===== src/rtl/uart_tx_engine.sv =====
// UART transmit engine: small byte FIFO feeding a start/8N/parity/stop serialiser
// with a programmable per-bit divisor latched at the start of each frame.
module uart_tx_engine #(
    parameter int FIFO_DEPTH = 4,
    parameter int DIV_W      = 16
) (
    input  logic                         PCLK,
    input  logic                         PRESETn,
    input  logic [DIV_W-1:0]             baud_div,
    input  logic                         tx_en,
    input  logic                         parity_en,
    input  logic                         parity_odd,
    input  logic                         stop2,
    input  logic                         wr_valid,
    input  logic [7:0]                   wr_data,
    output logic                         wr_ready,
    output logic                         txd,
    output logic                         tx_busy,
    output logic [$clog2(FIFO_DEPTH):0]  fifo_level,
    output logic                         tx_done
);

    localparam int PTR_W = $clog2(FIFO_DEPTH);
    localparam int LVL_W = PTR_W + 1;
    localparam logic [LVL_W-1:0] LVL_ONE  = LVL_W'(1);
    localparam logic [LVL_W-1:0] LVL_FULL = LVL_W'(FIFO_DEPTH);
    localparam logic [PTR_W-1:0] PTR_ONE  = PTR_W'(1);
    localparam logic [DIV_W-1:0] CNT_ONE  = DIV_W'(1);

    typedef enum logic [2:0] {IDLE, START, DATA, PARITY, STOP} state_t;

    state_t             state;
    logic [DIV_W-1:0]   cnt;
    logic [DIV_W-1:0]   div_q;
    logic               par_en_q;
    logic               stop2_q;
    logic [2:0]         bit_cnt;
    logic               stop_cnt;
    logic [7:0]         shift;
    logic               parity_q;

    logic [7:0]         mem [FIFO_DEPTH];
    logic [PTR_W-1:0]   wr_ptr;
    logic [PTR_W-1:0]   rd_ptr;
    logic [LVL_W-1:0]   level;

    logic               push;
    logic               pop;
    logic               bit_end;
    logic               last_stop;
    logic [7:0]         head;

    assign wr_ready   = (level < LVL_FULL);
    assign fifo_level = level;
    assign head       = mem[rd_ptr];
    assign push       = wr_valid && wr_ready;
    assign bit_end    = (cnt == div_q);
    assign last_stop  = !stop2_q || stop_cnt;

    // A new frame is fetched from IDLE or straight out of the final stop bit,
    // which is what makes back-to-back frames gapless.
    assign pop = tx_en && (level != '0) &&
                 ((state == IDLE) || ((state == STOP) && bit_end && last_stop));

    always_ff @(posedge PCLK) begin
        if (!PRESETn) begin
            wr_ptr <= '0;
            rd_ptr <= '0;
            level  <= '0;
        end else begin
            if (push) wr_ptr <= wr_ptr + PTR_ONE;
            if (pop)  rd_ptr <= rd_ptr + PTR_ONE;
            case ({push, pop})
                2'b10:   level <= level + LVL_ONE;
                2'b01:   level <= level - LVL_ONE;
                default: level <= level;
            endcase
        end
    end

    // Datapath storage carries no reset; it is always written before it is used.
    always_ff @(posedge PCLK) begin
        if (push) mem[wr_ptr] <= wr_data;
        if (pop) begin
            shift    <= head;
            parity_q <= (^head) ^ parity_odd;
        end else if (bit_end && ((state == START) || (state == DATA))) begin
            shift <= {1'b0, shift[7:1]};
        end
    end

    always_ff @(posedge PCLK) begin
        if (!PRESETn) begin
            state    <= IDLE;
            txd      <= 1'b1;
            tx_busy  <= 1'b0;
            tx_done  <= 1'b0;
            cnt      <= '0;
            div_q    <= '0;
            par_en_q <= 1'b0;
            stop2_q  <= 1'b0;
            bit_cnt  <= '0;
            stop_cnt <= 1'b0;
        end else begin
            tx_done <= 1'b0;
            if (pop) begin
                state    <= START;
                txd      <= 1'b0;
                tx_busy  <= 1'b1;
                tx_done  <= (state == STOP);
                cnt      <= '0;
                div_q    <= baud_div;
                par_en_q <= parity_en;
                stop2_q  <= stop2;
                bit_cnt  <= '0;
                stop_cnt <= 1'b0;
            end else if (state != IDLE) begin
                if (!bit_end) begin
                    cnt <= cnt + CNT_ONE;
                end else begin
                    cnt <= '0;
                    case (state)
                        START: begin
                            state <= DATA;
                            txd   <= shift[0];
                        end
                        DATA: begin
                            if (bit_cnt == 3'd7) begin
                                state <= par_en_q ? PARITY : STOP;
                                txd   <= par_en_q ? parity_q : 1'b1;
                            end else begin
                                bit_cnt <= bit_cnt + 3'd1;
                                txd     <= shift[0];
                            end
                        end
                        PARITY: begin
                            state <= STOP;
                            txd   <= 1'b1;
                        end
                        STOP: begin
                            if (!last_stop) begin
                                stop_cnt <= 1'b1;
                            end else begin
                                state   <= IDLE;
                                tx_busy <= 1'b0;
                                tx_done <= 1'b1;
                                txd     <= 1'b1;
                            end
                        end
                        default: state <= IDLE;
                    endcase
                end
            end
        end
    end

endmodule

===== config.mk =====
export PLATFORM = sky130hd
export DESIGN_NAME = uart_tx_engine
export DESIGN_NICKNAME = d
export VERILOG_FILES = /design/src/rtl/uart_tx_engine.sv
export SDC_FILE = /design/constraint.sdc
export NUM_CORES = 1
export LEC_CHECK = 0
export CORE_MARGIN = 4
export CORE_UTILIZATION = 57
export DETAILED_ROUTE_END_ITERATION = 8
export PLACE_DENSITY = 0.82
export SYNTH_ARGS = -nofsm -noshare
export SYNTH_HDL_FRONTEND = slang
export SYNTH_SLANG_ARGS = --single-unit

===== constraint.sdc =====
create_clock -name PCLK -period 3.67 [get_ports PCLK]
set_input_delay 0.734 -clock PCLK [delete_from_list [all_inputs] [get_ports PCLK]]
set_output_delay 0.734 -clock PCLK [all_outputs]
set_load 0.02 [all_outputs]

==> results of run 1 <==
[synthesized netlist by cell type, drive strengths merged, types with 2 or more instances]
master | number | area (sq um)
dfxtp | 53 | 1061
edfxtp | 41 | 1231
nor2 | 36 | 135.1
xor2 | 31 | 271.5
a21oi | 29 | 152.7
nand3 | 27 | 135.1
o21ai | 25 | 140.1
nand2 | 13 | 56.30
xnor2 | 13 | 113.9
buf | 12 | 81.32
inv | 10 | 42.54
ha | 8 | 100.1
mux4 | 8 | 180.2
clkbuf | 7 | 27.52
mux2 | 7 | 105.1
mux2i | 6 | 60.06
and2 | 5 | 31.28
nand4 | 5 | 31.28
and3 | 4 | 25.02
nor2b | 4 | 25.02
nor4 | 4 | 50.05
or3 | 4 | 25.02
and4 | 2 | 17.52
o31ai | 2 | 15.01
[worst min-delay path by stage]
stage                                     start                     to  slack, ns  cells past startpoint
after CTS                 stop_cnt$_SDFFE_PP0P_  stop_cnt$_SDFFE_PP0P_       0.46                      2
final                     stop_cnt$_SDFFE_PP0P_  stop_cnt$_SDFFE_PP0P_       0.46                      2
after floorplan           stop_cnt$_SDFFE_PP0P_  stop_cnt$_SDFFE_PP0P_       0.43                      2
after global placement    stop_cnt$_SDFFE_PP0P_  stop_cnt$_SDFFE_PP0P_       0.44                      2
after global routing      stop_cnt$_SDFFE_PP0P_  stop_cnt$_SDFFE_PP0P_       0.49                      2
after detailed placement  stop_cnt$_SDFFE_PP0P_  stop_cnt$_SDFFE_PP0P_       0.45                      2
[sequential cells by signal (all words and copies together), names as in the netlist, named ones only]
| signal | cells |
|---|---|
| bit_cnt | 3 |
| cnt | 16 |
| div_q | 16 |
| fifo_level | 3 |
| mem | 32 |
| par_en_q | 1 |
| parity_q | 1 |
| rd_ptr | 2 |
| shift | 8 |
| state | 3 |
| stop2_q | 1 |
| stop_cnt | 1 |
| tx_busy | 1 |
| tx_done | 1 |
| txd | 1 |
| wr_ptr | 2 |
[cell usage in the layout (no fill, tap or decap), types with 9 or more instances in the layout]
master and instances:
edfxtp_1 41, o21ai_0 10, dfxtp_1 53, nor2_1 36, o21ai_1 13, xor2_1 31
clkdlybuf4s50_1 37, clkbuf_8 9, a21oi_1 27, nand3_1 27, nand2_1 12, xnor2_1 13
[metal layers]
metal,track usage,wire length [um],vias to the layer above
li1,-,-,1361
met1,0.2460,3414,1356
met2,0.3318,4080,70
met3,0.04968,366,12
met4,0.05174,117,0
met5,0,0,-
[critical path, stage by stage, from the launching register on]
cell and delay (ns):
dfxtp_1 0.45, xor2_1 0.11, nor4_2 0.32, and4_1 0.46, a21o_4 0.32, nand2_4 0.11
inv_6 0.13, ha_1 0.20, inv_1 0.06, fa_1 0.37, xor2_1 0.15, or3_1 0.30
a21oi_1 0.14
[through the flow]
| stage | hold WS [ns] | power [mW] | util | worst slack (ns) | cells |
|---|---|---|---|---|---|
| 2_1_floorplan | 0.4267 | 2.404 | - | 1.015 | 365 |
| 3_3_place_gp | 0.4400 | 2.619 | 0.6403 | 0.6173 | 485 |
| 3_5_place_dp | 0.4494 | 2.658 | 0.6403 | 0.5238 | 485 |
| 4_1_cts | 0.4629 | 3.329 | 0.6679 | 0.4808 | 501 |
| 5_1_grt | 0.4861 | 3.493 | 0.6679 | 0.3075 | 501 |
| 6_report | 0.4631 | 3.305 | 0.6679 | 0.4608 | 501 |
[where the power goes]
group	internal (mW)	total, mW	switching, mW
Clock	0.268	0.668	0.399
Combinational	0.535	1.18	0.644
Sequential	1.32	1.46	0.135
[cells by family after synthesis]
group                    after synthesis
AO/OA/AOI/OAI                         62
XOR/XNOR                              44
adder cells (fa/ha/maj)                9
buffers and inverters                 29
flip-flops                            94
multiplexers                          21
AND/OR/NAND/NOR                      106
[cell type report]
type | count | area [sq um]
Clock buffer | 9 | 123.9
Clock inverter | 7 | 75.07
Fill cell | 542 | 2396
Inverter | 10 | 42.54
Multi-Input combinational cell | 242 | 1768
Sequential cell | 94 | 2292
Tap cell | 99 | 123.9
Timing Repair Buffer | 40 | 392.9
==> results.toml, run 1 <==
[power_and_ir_drop]
ir_worst_vdd_mv = 0.3438
p_per_area_mw_per_mm2 = 685.9
leakage_nw = 1.792

[critical_path]
r2r-end = "fifo_level[2]$_SDFFE_PN0P_"
crit_start = "cnt[6]$_SDFFE_PP0P_"
end_kind = "register"
crit_type = "reg -> reg"
r2r-start = "cnt[6]$_SDFFE_PP0P_"
r2r_cells = 12
arrival_ns = 3.50
crit_required_ns = 3.96
endpoint = "fifo_level[2]$_SDFFE_PN0P_"
rrSetupSlack_ns = 0.46
crit_fanout = 21
crit_path_start_kind = "register"

[sta]
clock_skew_ns = 0.01077
rsz0062_at_grt = "no"
slew_headroom = 0.2281
maxSlewViolCount = 0
setup_tns_ns = 0
period_minus_slack_ns = 3.209
fmax_mhz = 311.6
setup_viol = 0
worst_pin_slew_ns = 1.153
fin_crit_sh = 0.8744
finalHoldViolations = 0

[placed_design]
io_buffers = 37
gp_congestion = 0.8372
post-dp-hpwl_mm = 5.702
dpl_cell_area_sq_mm = 0.004619

[clocking]
root_buffer = "clkbuf_8"
path_clk_slew_ns = 0.10
htreeDepth = 3
cts_buffers = 9
clock_path_buffers = 2
tritoncts = "done"
clock-sinks = 94
ctsHoldBuffers = 0
cts_setup_buffers = 0
clock_latency_ns = 0.36
postCtsResizedCells = 0

[grt]
grt_pass1_wl_mm = 13.23
antenna_found_initial = 0
grt_start_max_net_pins = 29
grt_pass1_vias = 2709
grt.overflow.total = 0
grt_usage = 0.1945

[synth]
syn_area_per_cell_sq_um = 11.52
synth-xor-area-share = 0.09161
synth_mux_area_frac = 0.08209
netlist_area_sq_mm = 0.004207
synth_edf_count = 41
synth_top_family_by_area = "simple AND/OR/NAND/NOR gates"
synth_seq_cells = 94
synth_cell_types = 44
synthSimpleGateAreaFrac = 0.1303
synthCells = 365
synth_nets = 405
synth_ff_type = "dfxtp_1"
yosysSeqAreaShare = 0.5449
yosys_warnings = 0
synth_compound_area_frac = 0.08656
synth_fa_ha_area_frac = 0.02855
postSynth.asyncResetShare = 0

[finish]
syn_to_final_growth_pct = 14.54
fin_nets = 437
diodes = 0
drive_gt1_frac = 0.1194
layout.cell_area.non_filler_sq_mm = 0.004818

[min_path]
worstHoldPathType = "reg -> reg"

[die]
coreArea_sq_mm = 0.007214
die_height_um = 93.91
dieArea_sq_mm = 0.008818
die_w_um = 93.91
ios = 38
num_rows = 31
initial_core_util = 0.5831

[detailed_routing]
vias = 2799
drc = 0
routed_via_density = 5.587
wl_per_cell_um = 15.93
first_iter_violations = 170
ant_nets = 0
wirelength_mm = 7.979
first_pass_iters = 5

[job]
cap_violations = 0

[status]
status = "finished clean"
(Power assumes the default switching activity.)
==> run 2, diff against run 1 <==
CELL_PAD_IN_SITES_DETAIL_PLACEMENT = 1   (was unset)
CELL_PAD_IN_SITES_GLOBAL_PLACEMENT = 1   (was unset)
CORE_UTILIZATION = 46   (was 57)
==> run 2 against run 1 <==
  * Worst setup slack lost 0.082 ns
  * Sequential power is essentially flat
  * Hold slack lost 0.0046 ns
  * Non-clock buffer count grew 2
  * Sequential share of layout area shrank 0.27 points
  * Clock skew grew 0.0020 ns
  * Critical path depth is the same
  * Clock power grew 3%
  * Flip-flop and latch count is the same
  * Via count shrank 1.6%
  * Die area grew 22%
  * Critical path type unchanged
  * Critical endpoint unchanged
  * Highest routed layer unchanged
==> results.toml, run 2 (same netlist as run 1, synthesis figures left out) <==
[detailed_routing]
drc = 0
first_pass_iters = 4
routed_via_density = 5.377
ant_nets = 0
wl_per_cell_um = 18.00
first_iter_violations = 158
wirelength_mm = 9.216
vias = 2753

[critical_path]
crit_type = "reg -> reg"
arrival_ns = 3.58
end_kind = "register"
cp_cell_sequence = "xor2_1, nor4_2, and4_1, a21o_4, nand2_4, inv_6, ha_1, inv_1, fa_1, xor2_1, or3_1, a21oi_1"
critPathMaxStageDelay_ns = 0.47
cp_slowest_cell = "and4_1"
r2r-start = "cnt[6]$_SDFFE_PP0P_"
crit_path_start_kind = "register"
path_common_cell = "xor2_1"
crit_required_ns = 3.96
crit_start = "cnt[6]$_SDFFE_PP0P_"
crit_fanout = 21

[finish]
diodes = 0
drive_gt1_frac = 0.1238
fin_nets = 439
largest_reg_flops = 32
final_cell_mix = "53 x dfxtp_1, 41 x edfxtp_1, 37 x clkdlybuf4s50_1"
layout_commonest_cell = "dfxtp_1"
syn_to_final_growth_pct = 15.20
biggestRegsByFlops = "mem (32), cnt (16), div_q (16)"
final_cells = 512
top_register = "mem"

[clocking]
clock-sinks = 94
tritoncts = "done"
clock_latency_ns = 0.37
postCtsResizedCells = 0
cts_buffers = 9
path_clk_slew_ns = 0.10
cts_setup_buffers = 0
root_buffer = "clkbuf_8"
clock_path_buffers = 2
ctsHoldBuffers = 0
htreeDepth = 3

[sta]
maxSlewViolCount = 0
rsz0062_at_grt = "no"
finalHoldViolations = 0
worst_pin_slew_ns = 1.010
holdWs_ns = 0.4585
period_minus_slack_ns = 3.291
slew_headroom = 0.3266
setup_viol = 0
fin_crit_sh = 0.8968
fmax_mhz = 303.8
setup_tns_ns = 0
clock_skew_ns = 0.01273

[grt]
grt.overflow.total = 0
grt_usage = 0.1779
grt_pass1_vias = 2895
antenna_found_initial = 0
grt_pass1_wl_mm = 15.19
grt_start_max_net_pins = 29

[die]
dieArea_sq_mm = 0.01074
coreArea_sq_mm = 0.008806
num_rows = 34
initial_core_util = 0.4777
die_height_um = 103.6
ios = 38
die_w_um = 103.6

[placed_design]
dp.cells = 496
post-dp-hpwl_mm = 6.701
gp_congestion = 0.7911
io_buffers = 37

[min_path]
worstHoldPathType = "reg -> reg"
min_from = "stop_cnt$_SDFFE_PP0P_"

[power_and_ir_drop]
p_per_area_mw_per_mm2 = 693.7
ir_worst_vdd_mv = 0.3205
leakage_nw = 1.807

[job]
cap_violations = 0

[status]
status = "finished clean"
==> run 2: changes by cell type in the layout (fill, tap and decap cells not counted) <==
cell / delta
clkinvlp_4: -1
buf_4: +2
inv_6: +2
clkinv_4: -1
==> run 2: path summary, 6_finish.rpt <==
path | end | slack, ns | cells past startpoint
setup reg to reg | fifo_level[2]$_SDFFE_PN0P_ | 0.38 | 12
hold reg to reg | stop_cnt$_SDFFE_PP0P_ | 0.46 | 2
setup / recovery | fifo_level[2]$_SDFFE_PN0P_ | 0.38 | 12
hold / removal | stop_cnt$_SDFFE_PP0P_ | 0.46 | 2
==> run 2: worst max-delay path, delay by kind of cell, from the launching register on <==
kind,cells,cell delay [ns]
adder cells (fa/ha/maj),2,0.60
XOR/XNOR,2,0.29
AO/OA/AOI/OAI,2,0.47
AND/OR/NAND/NOR,4,1.19
flip-flops,1,0.46
buffers and inverters,2,0.21
==> run 2: stage by stage <==
step                total power [mW]  area, sq um  worst slack, ns    util
global placement               2.660         4646           0.5753  0.5276
floorplan                      2.404         4207            1.015       -
finish                         3.362         4846           0.3789  0.5503
detailed placement             2.703         4646           0.4344  0.5276
global route                   3.580         4846           0.1778  0.5503
CTS                            3.394         4846           0.3748  0.5503
==> run 2: report_power, final <==
group	internal (mW)	switching (mW)	leakage (nW)	total, mW
Clock	0.272	0.415	0.103	0.687
Sequential	1.32	0.144	0.808	1.47
Combinational	0.543	0.664	0.896	1.21
==> run 2: metal layers <==
metal | global-route usage | routed length [um]
met2 | 0.2911 | 4492
met3 | 0.04104 | 291
met5 | 0 | 0
met4 | 0.05413 | 98
met1 | 0.2363 | 4335
==> run 2: cell type report <==
cell class              count  area, sq um
flip-flops and latches     94         2292
clock buffers               9        123.9
multi-input cells         242         1768
clock inverters             7        76.32
well taps                 108        135.1
fillers                   917         3960
inverters                  10        42.54
repair buffers             42        407.9
==> run 3, diff against run 2 <==
CORE_UTILIZATION = 51   (was 46)
DONT_BUFFER_PORTS = 1   (was unset)
==> run 3 against run 2 <==
  * Sequential share of layout area up 4.0 points
  * Cell area down 7.7%
  * Critical path type unchanged
  * Fmax up 0.69%
  * Sequential power about the same
  * Wire length down 0.23%
  * Non-clock buffer count down 37
  * Cell count down 8.4%
==> results.toml, run 3 (same netlist as run 1, synthesis figures left out) <==
[grt]
grt_usage = 0.1995
use_met1 = 0.2586
grt_pass1_wl_mm = 15.24
busiest_layer = "met2"
grt_pass1_vias = 2883
grt.met3_usage = 0.05591
grt_start_max_net_pins = 29
use_met2 = 0.3311
grt.overflow.total = 0
antenna_found_initial = 0

[detailed_routing]
first_pass_iters = 5
wirelength_mm = 9.195
drc = 0
wl_per_cell_um = 19.61
ant_nets = 0
first_iter_violations = 135
routed_via_density = 5.772
vias = 2707

[sta]
finalWorstSetupSlack_ns = 0.4015
fin_crit_sh = 0.8906
setup_tns_ns = 0
worst_pin_slew_ns = 0.5359
fmax_mhz = 306.0
period_minus_slack_ns = 3.268
clock_skew_ns = 0.01289
slew_headroom = 0.6423
rsz0062_at_grt = "no"
maxSlewViolCount = 0
setup_viol = 0
finalHoldViolations = 0

[clocking]
htreeDepth = 3
path_clk_slew_ns = 0.10
cts_setup_buffers = 0
clock_path_buffers = 2
clock-sinks = 94
cts_buffers = 9
ctsHoldBuffers = 0
postCtsResizedCells = 0
root_buffer = "clkbuf_8"
tritoncts = "done"
clock_latency_ns = 0.35

[critical_path]
crit_start = "cnt[6]$_SDFFE_PP0P_"
worst-path-buf-inv = 2
r2r-end = "fifo_level[2]$_SDFFE_PN0P_"
arrival_ns = 3.55
cp_slowest_cell = "dfxtp_1"
end_kind = "register"
crit_cells = 12
critPathMaxStageDelay_ns = 0.46
critPathTopFamily = "simple AND/OR/NAND/NOR gates"
rrSetupSlack_ns = 0.40
crit_fanout = 21
cp_cell_sequence = "xor2_1, nor4_2, and4_1, a21o_4, nand2_4, inv_6, ha_1, inv_1, fa_1, xor2_1, or3_1, a21oi_1"
endpoint = "fifo_level[2]$_SDFFE_PN0P_"
path_common_cell = "xor2_1"
r2r-start = "cnt[6]$_SDFFE_PP0P_"
crit_required_ns = 3.95
crit_type = "reg -> reg"
crit_path_start_kind = "register"
r2r_cells = 12

[min_path]
worstHoldPathType = "in -> reg"
min_from = "PRESETn"

[finish]
syn_to_final_growth_pct = 6.306
final_cell_mix = "53 x dfxtp_1, 41 x edfxtp_1, 36 x nor2_1"
seq_area_sq_mm = 0.002292
drive_gt1_frac = 0.1362
fillers = 814
layout_commonest_cell = "dfxtp_1"
diodes = 0
multi_input_area_sq_mm = 0.001768
biggestRegsByFlops = "mem (32), cnt (16), div_q (16)"
top_register = "mem"
fin_nets = 402
largest_reg_flops = 32

[die]
ios = 38
coreArea_sq_mm = 0.007888
die_w_um = 98.82
num_rows = 32
initial_core_util = 0.5333
dieArea_sq_mm = 0.009765
die_height_um = 98.82

[power_and_ir_drop]
ir_worst_vdd_mv = 0.3126
p_per_area_mw_per_mm2 = 742.9
leakage_nw = 1.662

[placed_design]
io_buffers = 0
gp_congestion = 0.8235
pre_cts_ws_ns = 0.4270
post-dp-hpwl_mm = 6.622

[job]
cap_violations = 0

[status]
status = "finished clean"
[run 3: cell count changes in the layout (fill, tap and decap cells not counted), sizes merged]
cell / previous run / this run
bufinv: 0 / 1
inv: 15 / 13
clkinvlp: 0 / 1
clkdlybuf4s50: 37 / 0
[run 3: metrics by stage]
step | cells | hold WS (ns) | utilization | total power, mW | instance area, sq um
floorplan | 365 | 0.4267 | - | 2.404 | 4207
global placement | 453 | 0.4352 | 0.5411 | 2.583 | 4268
detailed placement | 453 | 0.4651 | 0.5411 | 2.644 | 4268
CTS | 469 | 0.4482 | 0.5669 | 3.362 | 4472
global route | 469 | 0.4300 | 0.5669 | 3.538 | 4472
finish | 469 | 0.4664 | 0.5669 | 3.322 | 4472
[run 3: layout make-up]
cell class                 instances  area share
tap                              102     0.02854
sequential                        94      0.5126
timing repair buffer               5    0.008394
clock inverter                     7     0.01791
multi-input combinational        242      0.3954
clock buffer                       9     0.02770
inverter                          10    0.009513
[run 3: metal layers]
| metal | vias to the layer above | part of all wire |
|---|---|---|
| li1 | 1284 | - |
| met1 | 1366 | 0.44 |
| met2 | 52 | 0.50 |
| met3 | 5 | 0.051 |
| met4 | 0 | 0.0048 |
| met5 | - | 0 |
[run 3: power breakdown]
part | switching [mW] | leakage (nW) | internal [mW]
logic | 0.641 | 0.752 | 0.480
clock network | 0.377 | 0.102 | 0.325
registers | 0.176 | 0.808 | 1.32
total | 1.19 | 1.66 | 2.13
[run 3: worst register-to-register path, delay by kind of cell, from the launching register on]
family / cells / cell delay, ns
AND/OR/NAND/NOR: 4 / 1.17
adder cells (fa/ha/maj): 2 / 0.59
XOR/XNOR: 2 / 0.29
flip-flops: 1 / 0.46
buffers and inverters: 2 / 0.20
AO/OA/AOI/OAI: 2 / 0.48
[run 3: worst min-delay path by stage]
stage | endpoint | slack [ns] | cells past startpoint
floorplan | stop_cnt$_SDFFE_PP0P_ | 0.43 | 2
global placement | stop_cnt$_SDFFE_PP0P_ | 0.44 | 2
detailed placement | stop_cnt$_SDFFE_PP0P_ | 0.47 | 2
CTS | mem[2][0]$_DFFE_PP_ | 0.45 | 0
global route | mem[0][1]$_DFFE_PP_ | 0.43 | 0
finish | txd$_SDFFE_PN1P_ | 0.47 | 1
